<file path="src/rtl/enemy_fire_scheduler_pkg.sv">
// enemy_fire_scheduler_pkg: shared enemy/slot counts, timing defaults, FSM state encoding and LFSR seed
package enemy_fire_scheduler_pkg;
  localparam int DEF_N_ENEMIES = 20;
  localparam int DEF_N_SLOTS = 4;
  localparam int DEF_FIRE_PERIOD = 60;
  localparam int DEF_MIN_PERIOD = 15;
  localparam logic [7:0] LFSR_SEED = 8'hA5;
  typedef enum logic [1:0] {
    ST_COOLDOWN = 2'd0,
    ST_SCAN = 2'd1,
    ST_ISSUE = 2'd2
  } state_t;
endpackage

</file>
<file path="src/rtl/enemy_fire_scheduler_lfsr8.sv">
// lfsr8: 8-bit Fibonacci LFSR (taps 8,6,5,4) seeded with 8'hA5, advances when en is high
//   CLOCK_50 clock, reset async active-high, en step enable, q current state
module lfsr8 import enemy_fire_scheduler_pkg::*; (
  input logic CLOCK_50,
  input logic reset,
  input logic en,
  output logic [7:0] q
);
  always_ff @(posedge CLOCK_50 or posedge reset)
    if (reset) q <= LFSR_SEED;
    else if (en) q <= {q[6:0], q[7] ^ q[5] ^ q[4] ^ q[3]};
endmodule

</file>
<file path="src/rtl/enemy_fire_scheduler.sv">
// enemy_fire_scheduler: picks when an enemy fires, which living enemy shoots and which free slot carries it
//   CLOCK_50/reset clock and async active-high reset; pausa freezes; perdeu aborts to cooldown
//   frame_tick per-frame pulse; alive enemy-alive vector; slot_busy projectile slots in flight
//   fire_valid/fire_ready shot handshake carrying fire_enemy and fire_slot; wave_clear pulses on an empty scan
module enemy_fire_scheduler import enemy_fire_scheduler_pkg::*; #(
  parameter int N_ENEMIES = DEF_N_ENEMIES,
  parameter int N_SLOTS = DEF_N_SLOTS,
  parameter int FIRE_PERIOD = DEF_FIRE_PERIOD,
  parameter int MIN_PERIOD = DEF_MIN_PERIOD,
  parameter bit RANDOMIZE = 1'b1,
  localparam int EW = $clog2(N_ENEMIES),
  localparam int SW = $clog2(N_SLOTS),
  localparam int CW = $clog2(FIRE_PERIOD + 1),
  localparam int PW = $clog2(N_ENEMIES + 1)
) (
  input logic CLOCK_50,
  input logic reset,
  input logic pausa,
  input logic perdeu,
  input logic frame_tick,
  input logic [N_ENEMIES-1:0] alive,
  input logic [N_SLOTS-1:0] slot_busy,
  output logic fire_valid,
  input logic fire_ready,
  output logic [EW-1:0] fire_enemy,
  output logic [SW-1:0] fire_slot,
  output logic wave_clear
);
  state_t state_q, state_d;
  logic [CW-1:0] cd_q, cd_d, period;
  logic [EW-1:0] ptr_q, ptr_d, scan_q, scan_d, cnt_q, cnt_d, enemy_q, enemy_d, start;
  logic [SW-1:0] slot_q, slot_d, free_idx;
  logic wclear_q, wclear_d, any_free, unused_lfsr;
  logic [PW-1:0] pop;
  logic [31:0] dead;
  logic [7:0] lfsr;
  logic [2:0] offset;
  lfsr8 u_lfsr (.CLOCK_50(CLOCK_50), .reset(reset), .en(!pausa), .q(lfsr));
  assign unused_lfsr = ^lfsr;
  assign offset = RANDOMIZE ? lfsr[2:0] : 3'd0;
  assign start = EW'((32'(ptr_q) + 32'(offset)) % N_ENEMIES);
  always_comb begin
    pop = '0;
    for (int i = 0; i < N_ENEMIES; i++) pop = pop + PW'(alive[i]);
  end
  // shorter cooldown the more enemies are dead, floored at MIN_PERIOD without ever going negative
  assign dead = 32'(N_ENEMIES) - 32'(pop);
  assign period = (32'(FIRE_PERIOD) >= 32'(MIN_PERIOD) + dead) ? CW'(32'(FIRE_PERIOD) - dead) : CW'(MIN_PERIOD);
  assign any_free = ~&slot_busy;
  always_comb begin
    free_idx = '0;
    for (int j = N_SLOTS - 1; j >= 0; j--) if (!slot_busy[j]) free_idx = SW'(j);
  end
  always_comb begin
    state_d = state_q;
    cd_d = cd_q;
    ptr_d = ptr_q;
    scan_d = scan_q;
    cnt_d = cnt_q;
    enemy_d = enemy_q;
    slot_d = slot_q;
    wclear_d = 1'b0;
    fire_valid = state_q == ST_ISSUE && !pausa;
    if (perdeu) begin
      state_d = ST_COOLDOWN;
      cd_d = CW'(FIRE_PERIOD);
    end else if (!pausa) begin
      case (state_q)
        ST_COOLDOWN:
          if (cd_q == '0 && any_free) begin
            slot_d = free_idx;
            scan_d = start;
            cnt_d = '0;
            state_d = ST_SCAN;
          end else if (frame_tick && cd_q != '0) cd_d = cd_q - CW'(1);
        ST_SCAN:
          if (alive[scan_q]) begin
            enemy_d = scan_q;
            state_d = ST_ISSUE;
          end else if (cnt_q == EW'(N_ENEMIES - 1)) begin
            wclear_d = 1'b1;
            cd_d = period;
            state_d = ST_COOLDOWN;
          end else begin
            scan_d = scan_q == EW'(N_ENEMIES - 1) ? '0 : scan_q + EW'(1);
            cnt_d = cnt_q + EW'(1);
          end
        ST_ISSUE:
          if (fire_ready) begin
            ptr_d = enemy_q == EW'(N_ENEMIES - 1) ? '0 : enemy_q + EW'(1);
            cd_d = period;
            state_d = ST_COOLDOWN;
          end
        default: state_d = ST_COOLDOWN;
      endcase
    end
  end
  always_ff @(posedge CLOCK_50 or posedge reset)
    if (reset) begin
      state_q <= ST_COOLDOWN;
      cd_q <= CW'(FIRE_PERIOD);
      ptr_q <= '0;
      scan_q <= '0;
      cnt_q <= '0;
      enemy_q <= '0;
      slot_q <= '0;
      wclear_q <= 1'b0;
    end else begin
      state_q <= state_d;
      cd_q <= cd_d;
      ptr_q <= ptr_d;
      scan_q <= scan_d;
      cnt_q <= cnt_d;
      enemy_q <= enemy_d;
      slot_q <= slot_d;
      wclear_q <= wclear_d;
    end
  assign fire_enemy = enemy_q;
  assign fire_slot = slot_q;
  assign wave_clear = wclear_q;
endmodule

</file>
<file path="config.mk">
export PLATFORM = sky130hd
export DESIGN_NAME = enemy_fire_scheduler
export DESIGN_NICKNAME = d
export VERILOG_FILES = /design/src/rtl/enemy_fire_scheduler_pkg.sv /design/src/rtl/enemy_fire_scheduler_lfsr8.sv /design/src/rtl/enemy_fire_scheduler.sv
export SDC_FILE = /design/constraint.sdc
export NUM_CORES = 1
export LEC_CHECK = 0
export ABC_CLOCK_PERIOD_IN_PS = 3350
export CORE_MARGIN = 10
export CORE_UTILIZATION = 45
export DETAILED_ROUTE_END_ITERATION = 16
export PLACE_DENSITY = 0.66
export SLEW_MARGIN = 15
export SYNTH_ARGS = -nofsm -noshare
export SYNTH_HDL_FRONTEND = slang
export SYNTH_SLANG_ARGS = --single-unit
</file>
<file path="constraint.sdc">
create_clock -name CLOCK_50 -period 3.35 [get_ports CLOCK_50]
set_input_delay 0.67 -clock CLOCK_50 [delete_from_list [all_inputs] [get_ports CLOCK_50]]
set_output_delay 0.67 -clock CLOCK_50 [all_outputs]
set_load 0.005 [all_outputs]
</file>
==> impl_metrics.env <==
export IMPL_rsz0062_at_grt="yes"
export IMPL_start_util_pct=45.9
export IMPL_clock_root_buffer="clkbuf_8"
export IMPL_cts_made_buffers=5
export IMPL_ys_types=53
export IMPL_drt_wl_total_um=7860
export IMPL_gp_congestion=0.818
export IMPL_outcome="finished, violations left"
export IMPL_vias_per_cell=5.32
export IMPL_max_freq_mhz=202
export IMPL_path_clk_slew_ns=0.08
export IMPL_multi_input_area_um2=2340
export IMPL_synth_edf_count=0
export IMPL_clk_latency_ns=0.29
export IMPL_min_to="fire_slot[1]"
export IMPL_r2r_cells=12
export IMPL_crit_fanout=4
export IMPL_core_um2=7650
export IMPL_synthFlopType="dfrtp_1"
export IMPL_avgSynthCellArea_um2=9.04
export IMPL_pre_cts_slack_ns=-2.24
export IMPL_hold_class="reg -> reg"
export IMPL_worst_setup_path_type="in -> reg"
export IMPL_drv_slew=0
export IMPL_async_reset_ff_share_pct=100
export IMPL_rr_endpoint="scan_q[2]"
export IMPL_register_area_um2=986
export IMPL_grt_pass1_wl_um=13500
export IMPL_fin_crit_sh_pct=147
export IMPL_regToRegStartpoint="ptr_q[0]"
export IMPL_min_period_ns=4.94
export IMPL_clock_skew_ns=0.00186
export IMPL_hold_viol=0
export IMPL_place_area_um2=4150
export IMPL_violations="setup timing"
export IMPL_fin_nets=524
export IMPL_peakVddDrop_mv=1.75
export IMPL_ant_nets=0
export IMPL_synth_nets=469
export IMPL_yosysWarnings=0
export IMPL_die_x_um=108
export IMPL_track_usage_pct=13.8
export IMPL_ios=39
export IMPL_worstPathRequired_ns=3.57
export IMPL_worst_pin_slew_ns=0.675
export IMPL_mostFrequentLayoutCells="inv_1, nand2_1, ha_1, dfrtp_1, buf_4"
export IMPL_fin_ws_ns=-1.59
export IMPL_diodes=0
export IMPL_cap_viol_max_count=0
export IMPL_dp_hpwl_um=6180
export IMPL_post_route_drc_count=0
export IMPL_cts_tree="done"
export IMPL_fillers=682
export IMPL_final_common_cell="inv_1"
export IMPL_htree_num_levels=2
export IMPL_finalSetupViolCount=6
export IMPL_relSlewSlack_pct=54.9
export IMPL_rows=32
export IMPL_syn_inst=388
export IMPL_antenna_found_initial=0
export IMPL_whs_ns=0.488
export IMPL_layout_drive_gt1_share_pct=21.4
export IMPL_critPathLaunchType="input port"
export IMPL_drt_iter0_drc=65
export IMPL_postLayoutCellArea_um2=4360
export IMPL_syn2layout_area_growth_pct=24.3
export IMPL_routedWlPerCell_um=14.4
export IMPL_netlist_area_um2=3510
export IMPL_vias=2906
export IMPL_cts_sinks=39
export IMPL_arrival_ns=5.16
export IMPL_fp_dieH_um=108
export IMPL_leakagePower_uw=0.00200
export IMPL_hold_depth=2
export IMPL_clockBufferDepth=2
export IMPL_grt_overflow=0
export IMPL_min_delay_start="fire_slot[1]"
export IMPL_io_buffers=38
export IMPL_grt_max_degree=40
export IMPL_power_density_nw_per_um2=1090
export IMPL_die_area_um2=11700
export IMPL_grt_pass1_vias=2875
export IMPL_end_kind="register"
export IMPL_drtPass1Iterations=4
export IMPL_yosysSeqAreaShare_pct=28.1
export IMPL_ys_seq_elements=39
export IMPL_r2r_slack_ns=0.28
-- synthesized netlist by cell type, types with 3 or more instances --
cell / n / area (um^2)
ha_1: 37 / 463
dfstp_2: 8 / 210
nor3_1: 7 / 35.0
mux2_2: 11 / 124
mux2i_1: 5 / 50.1
nand3_1: 7 / 35.0
xor2_1: 5 / 43.8
a22o_1: 6 / 52.6
inv_1: 58 / 218
o31ai_1: 3 / 22.5
clkbuf_1: 11 / 41.3
o2111ai_1: 4 / 35.0
dfrtp_1: 31 / 776
a21oi_1: 23 / 115
fa_1: 14 / 280
xnor2_1: 9 / 78.8
mux4_2: 3 / 67.6
nand2b_1: 6 / 37.5
nor3b_1: 4 / 30.0
o211ai_1: 4 / 30.0
nor2b_1: 4 / 25.0
nor2_1: 23 / 86.3
nor4b_1: 3 / 26.3
nand2_1: 31 / 116
o21ai_0: 28 / 140
a21o_1: 3 / 22.5
or3_1: 5 / 31.3
-- worst max-delay path: stages --
cell and delay (ns):
buf_6 0.07, inv_2 0.03, fa_1 0.55, ha_2 0.17
inv_2 0.03, fa_1 0.47, fa_2 0.40, inv_2 0.06
fa_1 0.42, fa_1 0.51, inv_2 0.05, ha_4 0.25
inv_2 0.04, ha_4 0.15, fa_2 0.40, xor2_4 0.18
o21a_1 0.14, nor2_2 0.10, nor2_2 0.05, a221o_1 0.29
o21ai_1 0.12
-- flip-flops by register name, summed over array words and instances, names as in the netlist --
register    flops
u_lfsr.q        8
scan_q          5
cd_q            6
fire_enemy      5
ptr_q           5
fire_slot       2
state_q         2
cnt_q           5
wave_clear      1
-- cell type report --
class	count	area share, %
Tap cell	102	2.93
Clock inverter	2	1.38
Sequential cell	39	22.6
Inverter	58	4.99
Clock buffer	6	1.66
Multi-Input combinational cell	275	53.7
Timing Repair Buffer	64	12.7
-- repair_timing --
item | 4_1_cts | 5_1_grt
endpoints found under the setup margin | 6 | 6
hold endpoints to repair | 0 | 0
hold buffers | 0 | 0
setup buffers | 2 | 0
pin swaps | 18 | 19
resized for setup | 49 | 21
-- layer usage --
| layer | share of wire, % | wire (um) | global-route usage, % | vias up |
|---|---|---|---|---|
| met1 | 46 | 3590 | 17.7 | 1416 |
| li1 | - | - | - | 1443 |
| met4 | 0.79 | 62 | 2.82 | 0 |
| met2 | 50 | 3960 | 23.7 | 43 |
| met5 | 0 | 0 | 0 | - |
| met3 | 3.3 | 258 | 2.38 | 4 |
-- worst max-delay path by stage --
stage / startpoint / to / slack, ns / cells after the start
2_1_floorplan: alive[4] / cd_q[1] / -1.57 / 19
3_3_place_gp: alive[4] / cd_q[1] / -2.20 / 20
3_5_place_dp: alive[4] / cd_q[1] / -2.24 / 20
4_1_cts: alive[6] / cd_q[1] / -1.60 / 20
5_1_grt: alive[4] / cd_q[1] / -1.72 / 21
6_report: alive[4] / cd_q[1] / -1.59 / 21
-- logic make-up (layout without fill, tap and decap cells) --
logic type	count (synthesis)	after routing	share of synthesized area, %
adder cells (fa/ha/maj)	51	51	21.2
AO/OA/AOI/OAI	88	88	15.9
multiplexers	21	21	8.38
flip-flops	39	39	28.1
XOR/XNOR	14	14	3.50
buffers and inverters	74	130	8.42
AND/OR/NAND/NOR	101	101	14.5
-- through the flow --
stage | instances | power (uW) | utilization (%) | setup TNS [ns]
after floorplan | 388 | 2880 | - | -9.07
after global placement | 536 | 3800 | 54.3 | -13.00
after detailed placement | 536 | 3850 | 54.3 | -13.27
after CTS | 546 | 4410 | 56.1 | -9.34
after global routing | 546 | 5220 | 57.0 | -10.02
final | 546 | 4770 | 57.0 | -9.09
-- power breakdown --
part / internal, uW / switching [uW]
Combinational: 1720 / 1650
Sequential: 673 / 256
Clock: 298 / 174
(Power assumes the default switching activity.)
